## src/rtl/key_edge_pio_pkg.sv

```systemverilog
// Shared register map and edge-type encodings for the board PIO blocks.
// The LED output PIOs reuse ADDR_DATA from here.
package key_edge_pio_pkg;

    localparam logic [1:0] ADDR_DATA = 2'd0;
    localparam logic [1:0] ADDR_RSVD = 2'd1;
    localparam logic [1:0] ADDR_MASK = 2'd2;
    localparam logic [1:0] ADDR_EDGE = 2'd3;

    localparam int EDGE_RISE = 0;
    localparam int EDGE_FALL = 1;
    localparam int EDGE_ANY  = 2;

endpackage

```

## src/rtl/key_edge_pio_if.sv

```systemverilog
// Avalon-MM slave port of the PIO, including its level interrupt line.
interface key_edge_pio_if;

    logic [1:0]  address;
    logic        chipselect;
    logic        write_n;
    logic [31:0] writedata;
    logic [31:0] readdata;
    logic        irq;

    modport master (
        output address, chipselect, write_n, writedata,
        input  readdata, irq
    );

    modport slave (
        input  address, chipselect, write_n, writedata,
        output readdata, irq
    );

endinterface

```

## src/rtl/key_edge_pio_sync_edge.sv

```systemverilog
// Synchroniser chain for the asynchronous input lines plus a one-cycle
// previous sample, producing a per-bit pulse for the selected edge type.
module pio_sync_edge
    import key_edge_pio_pkg::*;
#(
    parameter int               WIDTH       = 4,
    parameter int               EDGE_TYPE   = EDGE_FALL,
    parameter int               SYNC_STAGES = 2,
    parameter logic [WIDTH-1:0] SYNC_RESET  = '1
) (
    input  logic             clk,
    input  logic             reset_n,
    input  logic [WIDTH-1:0] i_in,
    output logic [WIDTH-1:0] o_sync,
    output logic [WIDTH-1:0] o_edge
);

    logic [WIDTH-1:0] r_sync [SYNC_STAGES];
    logic [WIDTH-1:0] r_prev;
    logic [WIDTH-1:0] w_rise;
    logic [WIDTH-1:0] w_fall;

    always_ff @(posedge clk or negedge reset_n) begin
        if (!reset_n) begin
            for (int i = 0; i < SYNC_STAGES; i++) r_sync[i] <= SYNC_RESET;
            r_prev <= SYNC_RESET;
        end else begin
            r_sync[0] <= i_in;
            for (int i = 1; i < SYNC_STAGES; i++) r_sync[i] <= r_sync[i-1];
            r_prev <= r_sync[SYNC_STAGES-1];
        end
    end

    assign o_sync = r_sync[SYNC_STAGES-1];
    assign w_rise = o_sync & ~r_prev;
    assign w_fall = ~o_sync & r_prev;

    always_comb begin
        o_edge = w_rise | w_fall;
        case (EDGE_TYPE)
            EDGE_RISE: o_edge = w_rise;
            EDGE_FALL: o_edge = w_fall;
            default:   o_edge = w_rise | w_fall;
        endcase
    end

endmodule

```

## src/rtl/key_edge_pio.sv

```systemverilog
// Input PIO for DE2 keys/switches: synchronised data read-back, sticky
// edge-capture register with write-1-to-clear, and a maskable level irq.
module key_edge_pio
    import key_edge_pio_pkg::*;
#(
    parameter int               WIDTH       = 4,
    parameter int               EDGE_TYPE   = EDGE_FALL,
    parameter int               SYNC_STAGES = 2,
    parameter logic [WIDTH-1:0] SYNC_RESET  = '1
) (
    input  logic             clk,
    input  logic             reset_n,
    input  logic [WIDTH-1:0] in_port,
    key_edge_pio_if.slave    bus
);

    logic [WIDTH-1:0] w_sync;
    logic [WIDTH-1:0] w_edge;
    logic [WIDTH-1:0] w_clr;
    logic [31:0]      w_rd_mux;
    logic             w_wr;
    logic [WIDTH-1:0] r_mask;
    logic [WIDTH-1:0] r_capture;
    logic [31:0]      r_readdata;

    pio_sync_edge #(
        .WIDTH       (WIDTH),
        .EDGE_TYPE   (EDGE_TYPE),
        .SYNC_STAGES (SYNC_STAGES),
        .SYNC_RESET  (SYNC_RESET)
    ) u_sync_edge (
        .clk     (clk),
        .reset_n (reset_n),
        .i_in    (in_port),
        .o_sync  (w_sync),
        .o_edge  (w_edge)
    );

    assign w_wr  = bus.chipselect & ~bus.write_n;
    assign w_clr = (w_wr && bus.address == ADDR_EDGE) ? bus.writedata[WIDTH-1:0] : '0;

    always_comb begin
        w_rd_mux = '0;
        case (bus.address)
            ADDR_DATA: w_rd_mux[WIDTH-1:0] = w_sync;
            ADDR_MASK: w_rd_mux[WIDTH-1:0] = r_mask;
            ADDR_EDGE: w_rd_mux[WIDTH-1:0] = r_capture;
            default:   w_rd_mux = '0;
        endcase
    end

    // New edges are OR-ed in after the clear so a same-cycle clear never drops one.
    always_ff @(posedge clk or negedge reset_n) begin
        if (!reset_n) begin
            r_mask     <= '0;
            r_capture  <= '0;
            r_readdata <= '0;
        end else begin
            if (w_wr && bus.address == ADDR_MASK) r_mask <= bus.writedata[WIDTH-1:0];
            r_capture  <= (r_capture & ~w_clr) | w_edge;
            r_readdata <= w_rd_mux;
        end
    end

    assign bus.readdata = r_readdata;
    assign bus.irq      = |(r_capture & r_mask);

endmodule

```

## src/flat_wrapper.sv

```systemverilog
// flat-port wrapper written by rule: the top's interface ports become plain ports
module key_edge_pio_flat import key_edge_pio_pkg::*;
#(
    parameter int               WIDTH       = 4,
    parameter int               EDGE_TYPE   = EDGE_FALL,
    parameter int               SYNC_STAGES = 2,
    parameter logic [WIDTH-1:0] SYNC_RESET  = '1
)
  (clk, reset_n, in_port, bus_address, bus_chipselect, bus_write_n, bus_writedata, bus_readdata, bus_irq);
  key_edge_pio_if bus_i ();
  input  logic clk;
  input  logic reset_n;
  input  logic [WIDTH-1:0] in_port;
  input wire logic [$bits(bus_i.address)-1:0] bus_address;
  input wire logic [$bits(bus_i.chipselect)-1:0] bus_chipselect;
  input wire logic [$bits(bus_i.write_n)-1:0] bus_write_n;
  input wire logic [$bits(bus_i.writedata)-1:0] bus_writedata;
  output wire logic [$bits(bus_i.readdata)-1:0] bus_readdata;
  output wire logic [$bits(bus_i.irq)-1:0] bus_irq;
  assign bus_i.address = bus_address;
  assign bus_i.chipselect = bus_chipselect;
  assign bus_i.write_n = bus_write_n;
  assign bus_i.writedata = bus_writedata;
  assign bus_readdata = bus_i.readdata;
  assign bus_irq = bus_i.irq;
  key_edge_pio #(.WIDTH(WIDTH), .EDGE_TYPE(EDGE_TYPE), .SYNC_STAGES(SYNC_STAGES), .SYNC_RESET(SYNC_RESET)) u_core (.clk(clk), .reset_n(reset_n), .in_port(in_port), .bus(bus_i));
endmodule
```

## config.mk

```make
export PLATFORM = sky130hd
export DESIGN_NAME = key_edge_pio_flat
export DESIGN_NICKNAME = d
export VERILOG_FILES = /design/src/rtl/key_edge_pio_pkg.sv /design/src/rtl/key_edge_pio_if.sv /design/src/rtl/key_edge_pio_sync_edge.sv /design/src/rtl/key_edge_pio.sv /design/src/flat_wrapper.sv
export SDC_FILE = /design/constraint.sdc
export NUM_CORES = 1
export LEC_CHECK = 0
export ABC_CLOCK_PERIOD_IN_PS = 1600
export BUFFER_PORTS_ARGS = -buffer_cell sky130_fd_sc_hd__buf_2
export CAP_MARGIN = 20
export CORE_AREA = 3 3 55 57
export CTS_CLUSTER_SIZE = 25
export DETAILED_ROUTE_END_ITERATION = 7
export DIE_AREA = 0 0 58 60
export PLACE_DENSITY = 0.83
export SYNTH_ARGS = -nofsm -noshare
export SYNTH_HDL_FRONTEND = slang
export SYNTH_SLANG_ARGS = --single-unit
```

## constraint.sdc

```tcl
create_clock -name clk -period 1.6 [get_ports clk]
set_input_delay 0.08 -clock clk [delete_from_list [all_inputs] [get_ports clk]]
set_output_delay 0.08 -clock clk [all_outputs]
set_load 0.05 [all_outputs]
```

**Yosys cells after proc, flatten, opt, wreduce, memory -nomap -nowiden**

Cells that the tools add are included.

- Output and inout port bits: 33
- Bits of input ports: 42
- Bits in registers: 24
- Logic and storage cells: 22

- Reduce and logical (&&, ||, !) cells: 4
- Equality and inequality tests: 2
- Bitwise logic cells: 8
- Mux-type cells: 2

Operators with widths:

| cell | number |
|---|---|
| 4-bit AND | 3 |
| 4-bit one-hot mux with 3 select lines | 1 |
| 4-bit NOT | 2 |
| 2-bit equality test, second input constant | 2 |
| 4-bit 2-to-1 mux | 1 |
| 4-bit bitwise OR | 1 |
| 4-bit OR reduction | 1 |
| 1-bit logical AND | 2 |
| 2-bit logical NOT | 1 |
| 1-bit AND | 1 |
| 1-bit NOT | 1 |

**Logic depth before layout (Yosys ltp)**

Gate-level depths: netlist of run 1.

- Word-level depth: 7
- Gate-level depth with buffers: 3
- Depth with buffers taken out: 2

**Hierarchy**

From an unflattened synthesis of run 1, not the netlist that was laid out.

- Cell total of the unflattened synthesis: 96
- Area, all modules: 1177.4 um2

Modules (own cells, without submodules):

| module | cells each | area each (um2) | instances | sequential area each (um2) |
|---|---|---|---|---|
| key_edge_pio | 76 | 777.0 | 1 | 300.3 |
| pio_sync_edge | 20 | 400.4 | 1 | 315.3 |

**Worst setup path before layout of run 1**

OpenSTA, ideal clock, no wires.

- Kind: flip-flop to flip-flop
- From: register u_core.r_capture[1]
- To: register u_core.r_readdata[1] (netlist: u_core.bus.readdata[1])
- Buffers on the path: 0
- Stages on the path, launching flop included: 3
- Arrival: 0.877 ns
- Data required time: 1.479 ns
- Path slack: 0.602 ns
- Period minus slack after synthesis: 0.998 ns
- Library setup time: 0.121 ns
- Path through: dfrtp_1 -> mux2_1 -> a22o_1

- Longest elaborated chain between the ends: 1

RTL lines:

| element | RTL line | source |
|---|---|---|
| start, declared | key_edge_pio.sv:23 | `logic [WIDTH-1:0] r_capture;` |
| start signal, assigned | key_edge_pio.sv:60 | `r_capture <= (r_capture & ~w_clr) \| w_edge;` |
| 4-bit one-hot mux with 3 select lines | key_edge_pio.sv:44 | `case (bus.address)` |
| net u_core.w_rd_mux[1] | key_edge_pio.sv:20 | `logic [31:0] w_rd_mux;` |
| end signal, assigned | key_edge_pio.sv:61 | `r_readdata <= w_rd_mux;` |
| end, declared | key_edge_pio.sv:24 | `logic [31:0] r_readdata;` |

The timed path passes the listed nets, and every way through them passes these cells.
A chain may end at the register's enable or synchronous reset.

**Worst setup path in the final report of run 1**

- From: register u_core.r_capture[0]
- To: output bus_irq

- Longest elaborated chain between the ends: 2

RTL lines:

| element | RTL line | source |
|---|---|---|
| 4-bit AND | key_edge_pio.sv:66 | `assign bus.irq = \|(r_capture & r_mask);` |
| 4-bit OR reduction | key_edge_pio.sv:66 |  |
| end, declared | flat_wrapper.sv:19 | `output wire logic [$bits(bus_i.irq)-1:0] bus_irq;` |

No other way between the ends.

==> flow_metrics.py, run 1 <==
metrics = {
    "finish": {
        "finalInstanceArea_um2": 1234,
        "synthToLayoutAreaGrowth_pct": 10.17,
        "fin_util": 0.4891,
        "finalNonFillerCells": 145,
        "diodes": 0,
        "layout-drive-gt1-share": 0.3652,
        "finalNetCount": 158,
    },
    "grt": {
        "overflow": 0,
        "antenna_found_initial": 0,
        "grt_max_degree": 25,
        "grt_pass1_wl_um": 2732,
        "grt_pass1_vias": 600,
        "globalRouteTotalUtil": 0.1056,
    },
    "cts": {
        "htreeDepth": 1,
        "post-cts-setup-buffer-count": 0,
        "cts-root-buf": "clkbuf_4",
        "post_cts_resized": 0,
        "hold_buffers": 6,
        "tritoncts": "done",
        "cts_buffers": 3,
        "cts.sinks": 24,
        "clock_latency_ns": 0.30,
        "cts_buffer_depth": 2,
        "path_clk_slew_ns": 0.12,
    },
    "sta": {
        "grt_setup_unrepaired": "no",
        "fmax_mhz": 769.4,
        "setup_viol": 0,
        "skew_ns": 0.004063,
        "report.final.slew_viol_count": 0,
        "hold_viol": 0,
        "setup_tns_ns": 0,
        "fin_crit_sh": 0.8124,
        "period_needed_ns": 1.300,
    },
    "synth": {
        "avgSynthCellArea_um2": 12.73,
        "syn_inst": 88,
        "yosysTopAreaCell": "dfstp_2",
        "synth_seq_area_share": 0.5497,
        "yosysUniqueCellTypes": 17,
        "yosysWarnings": 0,
        "mappedNetlistArea_um2": 1120,
        "ys_ff_latch": 24,
        "synth_top_area_share": 0.2816,
        "synth.area.top_cells": "dfstp_2 (28%), dfrtp_1 (27%), buf_4 (19%), mux2_4 (5.4%), a22o_1 (3.1%)",
    },
    "setup_path": {
        "worstPathMaxFanout": 4,
        "cp-startpoint": "u_core.r_capture[0]",
        "endpoint_kind": "output port",
        "reg2reg_depth": 2,
        "cpMaxStageDelayCell": "dfrtp_1",
        "path_class": "flip-flop to output port",
        "critical_path_arrival_ns": 1.22,
        "cp-endpoint": "bus_irq",
        "r2r-start": "u_core.r_capture[1]",
        "crit_chain": "a22oi_1, nand2_1, buf_2",
        "required_ns": 1.52,
        "worst_r2r_endpoint": "u_core.bus.readdata[1]",
        "worst_path_largest_cell_delay_ns": 0.44,
        "worst_setup_path_start_kind": "flip-flop",
        "r2r_slack_ns": 0.53,
    },
    "placed_design": {
        "dpl_cell_area_um2": 1127,
        "portBuffers": 18,
        "place_inst": 134,
        "place_hpwl_um": 1250,
        "gp_congestion": 0.7045,
    },
    "route": {
        "final_antenna_net_count": 0,
        "dr.pass1.iters": 4,
        "wl_per_cell_um": 11.38,
        "route.detailed.drc": 0,
        "vias": 643,
        "drt-total-wl_um": 1650,
        "viasPerCell": 4.434,
        "drtIter0Drc": 11,
    },
    "die": {
        "io_pins": 75,
        "dieArea_um2": 3480,
        "rows": 18,
        "core_area_um2": 2522,
        "die_height_um": 60,
        "initial_utilization": 0.4439,
        "die_w_um": 58,
    },
    "run": {
        "drv_cap": 0,
    },
    "pwr": {
        "powerDensity_nw_per_um2": 1103,
        "p_leak_nw": 0.6256,
        "fin_total_pwr_mw": 1.361,
        "peakVddDrop_mv": 0.6533,
    },
    "worst_hold_path": {
        "hold_path_class": "input pin to flip-flop",
    },
    "run_status": {
        "status": "completed",
    },
}
==> cells in the mapped netlist, drive strengths merged <==
library cell and n:
mux2 8, conb 1, nand2 1, and4bb 1, a22oi 2, nor2 1
dfstp 12, dfrtp 12, a22o 4, inv 8, nand2b 4, o221ai 4
and4b 1, buf 29
==> per-layer routing <==
layer  wire length (µm)  share of wire  GRT usage  vias up
li1                   -              -          -      292
met1                691           0.42     0.1342      309
met2                785           0.48     0.1726       42
met3                173           0.10    0.02808        0
met4                  0              0    0.03974        0
met5                  0              0          0        -
==> worst max-delay path, delay by kind of cell, from the launching register on <==
kind                   cells  cell delay, ns
buffers and inverters      1            0.21
flip-flops                 1            0.44
AO/OA/AOI/OAI              1            0.18
AND/OR/NAND/NOR            1            0.09
==> worst min-delay path by stage <==
stage | start | to | cells past startpoint
global route | bus_writedata[2] | u_core.r_mask[2] | 2
detailed placement | reset_n | u_core.r_capture[3] | 1
global placement | reset_n | u_core.r_mask[1] | 1
CTS | bus_writedata[1] | u_core.r_mask[1] | 2
floorplan | reset_n | u_core.bus.readdata[0] | 0
finish | bus_writedata[1] | u_core.r_mask[1] | 2
==> kinds of logic (layout without fill, tap and decap cells) <==
logic type	count (synthesis)	in the layout	share of synthesized area
other	1	28	0.003349
AO/OA/AOI/OAI	10	10	0.07597
buffers and inverters	37	37	0.2246
flip-flops	24	24	0.5497
multiplexers	8	8	0.09385
AND/OR/NAND/NOR	8	8	0.05251
==> cell usage in the layout, fill, tap and decap left out <==
cell type       n
o221ai_1        4
a22o_1          4
inv_1           8
nand2b_1        4
dfstp_2        12
mux2_4          4
and4bb_4        1
dlygate4sd3_1   7
conb_1         28
mux2_1          1
clkbuf_8        1
a22oi_1         2
nor2_1          1
nand2_1         1
dfrtp_1        12
mux2_2          3
and4b_1         1
buf_2          18
clkbuf_4        3
==> power breakdown <==
part	switching, mW	internal [mW]
Clock	0.168	0.139
Combinational	0.256	0.0975
Sequential	0.0299	0.670
Total	0.455	0.906
==> metrics by stage <==
step                setup WS [ns]  hold slack, ns
floorplan                  0.6020         -0.2156
global placement           0.5640         0.06237
detailed placement         0.5424         0.08304
CTS                        0.2813        0.007667
global route               0.1931       0.0006340
finish                     0.3002         0.01897
==> flip-flops by register name (all words and copies together), names as in the netlist <==
| name | count |
|---|---|
| u_core.r_mask | 4 |
| u_core.r_capture | 4 |
| u_core.u_sync_edge.r_prev | 4 |
| u_core.u_sync_edge.r_sync | 4 |
| u_core.u_sync_edge.o_sync | 4 |
| u_core.bus.readdata | 4 |
==> cell type report <==
class	instances	area [µm²]
Inverter	8	30.03
Fill cell	242	1289
Sequential cell	24	615.6
Timing Repair Buffer	25	160.2
Tap cell	30	37.54
Multi-Input combinational cell	54	354.1
Clock buffer	4	36.28
(Power assumes the default switching activity.)
==> run 2: changes to the inputs <==
- ABC_CLOCK_PERIOD_IN_PS: 1600 -> 1100
- CORE_AREA: 3 3 55 57 -> 3 3 60 62
- DIE_AREA: 0 0 58 60 -> 0 0 63 65
- PLACE_DENSITY: 0.83 -> 0.74
- clock period: 1.6 -> 1.1 ns (I/O delays scaled with it)
==> flow_metrics.py, run 2 (synthesis results as in run 1) <==
metrics = {
    "sta": {
        "maxSlewHeadroom": 0.6657,
        "tightestPinTransition_ns": 0.5014,
        "skew_ns": 0.01021,
        "holdWs_ns": 0.08978,
        "setup_tns_ns": -0.2074,
        "period_needed_ns": 1.235,
        "grt_setup_unrepaired": "yes",
        "fmax_mhz": 809.7,
        "hold_viol": 0,
        "setup_viol": 4,
        "report.final.slew_viol_count": 0,
        "fin_crit_sh": 1.123,
        "worst_slack_ns": -0.1351,
    },
    "setup_path": {
        "r2r_slack_ns": -0.06,
        "critical_path_arrival_ns": 1.18,
        "required_ns": 1.04,
        "path_class": "flip-flop to output port",
        "worst_setup_path_start_kind": "flip-flop",
        "reg2reg_depth": 3,
        "worst_r2r_endpoint": "u_core.bus.readdata[1]",
        "r2r-start": "u_core.r_mask[1]",
        "worstPathMaxFanout": 2,
        "endpoint_kind": "output port",
    },
    "die": {
        "io_pins": 75,
        "die_w_um": 63,
        "initial_utilization": 0.3638,
        "rows": 20,
        "core_area_um2": 3078,
        "dieArea_um2": 4095,
        "die_height_um": 65,
    },
    "cts": {
        "clock_latency_ns": 0.31,
        "cts_buffers": 3,
        "path_clk_slew_ns": 0.13,
        "cts_buffer_depth": 2,
        "tritoncts": "done",
        "cts-root-buf": "clkbuf_4",
        "cts.sinks": 24,
        "htreeDepth": 1,
    },
    "route": {
        "dr.pass1.iters": 4,
        "route.detailed.drc": 0,
        "drtIter0Drc": 3,
        "drt-total-wl_um": 1884,
        "vias": 667,
        "wl_per_cell_um": 11.21,
        "final_antenna_net_count": 0,
        "viasPerCell": 3.970,
    },
    "placed_design": {
        "portBuffers": 18,
        "gp_congestion": 0.7429,
        "place_hpwl_um": 1331,
        "pre_cts_ws_ns": 0.04603,
        "dpl_cell_area_um2": 1145,
        "place_inst": 148,
    },
    "run_status": {
        "status": "finished, violations left",
        "violations": "negative setup slack",
    },
    "grt": {
        "grt_pass1_wl_um": 3029,
        "globalRouteTotalUtil": 0.09355,
        "grt_pass1_vias": 660,
        "overflow": 0,
        "antenna_found_initial": 0,
        "grt_max_degree": 25,
    },
    "worst_hold_path": {
        "hold_depth": 2,
        "min_from": "bus_address[1]",
        "hold_path_class": "input pin to flip-flop",
        "holdPathEnd": "u_core.bus.readdata[2]",
    },
    "finish": {
        "finalNonFillerCells": 168,
        "finalNetCount": 167,
        "fin_util": 0.4447,
        "final_common_cell": "conb_1",
        "n_fill_cell": 296,
        "diodes": 0,
        "finalInstanceArea_um2": 1369,
        "synthToLayoutAreaGrowth_pct": 22.23,
        "layout_common_cells": "conb_1 (28), buf_2 (17), dfrtp_1 (12), dfstp_2 (12), dlygate4sd3_1 (9)",
        "layout-drive-gt1-share": 0.4032,
    },
    "pwr": {
        "peakVddDrop_mv": 1.295,
        "powerDensity_nw_per_um2": 1642,
        "p_leak_nw": 0.6922,
        "fin_total_pwr_mw": 2.247,
    },
    "run": {
        "drv_cap": 0,
    },
}
-- run 2: changes by cell type in the layout (fill, tap and decap cells not counted) --
cell	delta
mux2_2	-1
bufinv_16	+1
clkbuf_8	-1
mux2_4	+2
mux2_1	-1
buf_2	-1
buf_6	+5
buf_4	+3
dlygate4sd3_1	+2
-- run 2: metal layers --
metal | global-route usage | vias to the layer above | routed length [µm] | share of wire
met5 | 0 | - | 0 | 0
met4 | 0.02204 | 0 | 17 | 0.0090
met3 | 0.03986 | 4 | 190 | 0.10
met2 | 0.1542 | 46 | 874 | 0.46
met1 | 0.1129 | 310 | 801 | 0.43
li1 | - | 307 | - | -
-- run 2: timing repair --
item	in CTS	in global routing
endpoints found under the setup margin	1	5
setup buffers	7	0
hold buffers	9	0
gates resized for setup	4	4
pin swaps	2	0
endpoints found under the hold margin	20	0
-- run 2: final cells by class --
type	instances	area, µm²	share of cell area
timing repair buffer	34	254.0	0.1856
clock inverter	1	30.03	0.02194
sequential	24	615.6	0.4497
tap	44	55.05	0.04022
inverter	8	30.03	0.02194
clock buffer	3	22.52	0.01645
multi-input combinational	54	361.6	0.2642
-- run 2: critical path: stages (launching register included) --
cell and delay (ns):
dfrtp_1 0.43, a22oi_1 0.17, nand2_1 0.11, buf_6 0.17
-- run 2: how the worst max path moves through the flow --
stage | from | end | slack [ns] | cells past startpoint
2_1_floorplan | u_core.r_capture[1] | u_core.bus.readdata[1] | 0.10 | 2
3_3_place_gp | u_core.r_capture[1] | u_core.bus.readdata[1] | 0.06 | 2
3_5_place_dp | u_core.r_capture[1] | u_core.bus.readdata[1] | 0.05 | 2
4_1_cts | u_core.r_mask[0] | bus_irq | -0.12 | 3
5_1_grt | u_core.r_mask[3] | bus_irq | -0.19 | 3
6_report | u_core.r_mask[1] | bus_irq | -0.14 | 3
-- run 2: where the power goes --
part	switching [mW]	internal, mW
combinational	0.402	0.215
clock	0.244	0.368
sequential	0.0433	0.975
total	0.689	1.56
==> run 3: changes to the inputs <==
- RECOVER_POWER: unset -> 50
==> flow_metrics.py, run 3 (synthesis results as in run 1) <==
metrics = {
    "sta": {
        "fmax_mhz": 809.7,
        "tightestPinTransition_ns": 0.5578,
        "setup_viol": 4,
        "hold_viol": 0,
        "setup_tns_ns": -0.2074,
        "report.final.slew_viol_count": 0,
        "grt_setup_unrepaired": "yes",
        "period_needed_ns": 1.235,
        "worst_slack_ns": -0.1351,
        "skew_ns": 0.01021,
        "maxSlewHeadroom": 0.6282,
        "fin_crit_sh": 1.123,
    },
    "pwr": {
        "fin_total_pwr_mw": 2.247,
        "powerDensity_nw_per_um2": 1642,
        "p_leak_nw": 0.6924,
        "peakVddDrop_mv": 1.295,
    },
    "cts": {
        "cts_buffers": 3,
        "clock_latency_ns": 0.31,
        "tritoncts": "done",
        "cts.sinks": 24,
        "cts_buffer_depth": 2,
        "cts-root-buf": "clkbuf_4",
        "path_clk_slew_ns": 0.13,
        "htreeDepth": 1,
    },
    "grt": {
        "grt_pass1_wl_um": 3029,
        "antenna_found_initial": 0,
        "globalRouteTotalUtil": 0.09355,
        "grt_pass1_vias": 660,
        "grt_max_degree": 25,
        "overflow": 0,
    },
    "finish": {
        "finalNetCount": 167,
        "synthToLayoutAreaGrowth_pct": 22.23,
        "layout_common_cells": "conb_1 (28), buf_2 (16), dfrtp_1 (12), dfstp_2 (12), dlygate4sd3_1 (9)",
        "layout-drive-gt1-share": 0.4032,
        "diodes": 0,
        "final_common_cell": "conb_1",
    },
    "setup_path": {
        "r2r-start": "u_core.r_mask[1]",
        "critical_path_arrival_ns": 1.18,
        "endpoint_kind": "output port",
        "worstPathMaxFanout": 2,
        "cp-startpoint": "u_core.r_mask[1]",
        "required_ns": 1.04,
        "worst_setup_path_start_kind": "flip-flop",
        "path_class": "flip-flop to output port",
    },
    "die": {
        "initial_utilization": 0.3638,
        "die_height_um": 65,
        "io_pins": 75,
        "die_w_um": 63,
        "dieArea_um2": 4095,
        "rows": 20,
        "core_area_um2": 3078,
    },
    "route": {
        "dr.pass1.iters": 4,
        "drt-total-wl_um": 1884,
        "wl_per_cell_um": 11.21,
        "route.detailed.drc": 0,
        "viasPerCell": 3.970,
        "final_antenna_net_count": 0,
        "drtIter0Drc": 3,
        "vias": 667,
    },
    "placed_design": {
        "portBuffers": 18,
        "gp_congestion": 0.7429,
        "place_hpwl_um": 1331,
    },
    "worst_hold_path": {
        "min_from": "bus_address[1]",
        "hold_path_class": "input pin to flip-flop",
    },
    "run_status": {
        "status": "finished, violations left",
        "violations": "negative setup slack",
    },
    "run": {
        "drv_cap": 0,
    },
}
==> run 3: cell count changes in the layout (fill, tap and decap cells not counted), sizes merged <==
cell / before / now
clkbuf: 3 / 4
buf: 25 / 24
==> run 3: report_power, final <==
group / switching (mW) / internal, mW / leakage [nW]
registers: 0.0433 / 0.975 / 0.259
clock network: 0.244 / 0.368 / 0.0279
logic: 0.402 / 0.215 / 0.406
==> run 3: per-layer routing <==
metal | part of all wire | vias up | GRT usage
met4 | 0.0090 | 0 | 0.02204
li1 | - | 307 | -
met3 | 0.10 | 4 | 0.03986
met2 | 0.46 | 46 | 0.1542
met5 | 0 | - | 0
met1 | 0.43 | 310 | 0.1129
==> run 3: cell type report <==
type	count	area [µm²]
clock buffer	3	22.52
inverter	8	30.03
tap	44	55.05
fill	296	1709
multi-input combinational	54	361.6
timing repair buffer	34	254.0
clock inverter	1	30.03
sequential	24	615.6
==> run 3: final timing paths <==
| kind | to | slack, ns | depth (start not counted) |
|---|---|---|---|
| min reg2reg | u_core.u_sync_edge.o_sync[0] | 0.36 | 0 |
| max reg2reg | u_core.bus.readdata[1] | -0.06 | 3 |
| max in group asynchronous | u_core.u_sync_edge.r_prev[0] | 0.47 | 2 |
| max | bus_irq | -0.14 | 3 |
| min in group asynchronous | u_core.r_mask[1] | 0.24 | 2 |
| min | u_core.bus.readdata[2] | 0.09 | 2 |
==> run 3: worst max-delay path, stage by stage (launching register included) <==
cell,delay (ns)
dfrtp_1,0.43
a22oi_1,0.17
nand2_1,0.11
buf_6,0.17
==> run 3: what timing repair did <==
| item | CTS | global route |
|---|---|---|
| endpoints found under the hold margin | 20 | 0 |
| setup buffers | 7 | 0 |
| hold buffers | 9 | 0 |
| setup endpoints to repair | 1 | 5 |
| resized for setup | 4 | 4 |
| gates cloned | 0 | 0 |
| pin swaps | 2 | 0 |
==> run 3: per-stage QoR <==
stage,cell area [µm²],hold slack [ns],cells,utilization,setup WS (ns)
final,1369,0.08978,168,0.4447,-0.1351
after CTS,1354,0.08149,168,0.4398,-0.1204
after detailed placement,1145,0.05255,148,0.3720,0.04603
after global routing,1369,0.07815,168,0.4447,-0.1906
after global placement,1145,0.03275,148,0.3720,0.06301
after floorplan,1221,-0.2406,115,-,0.1020
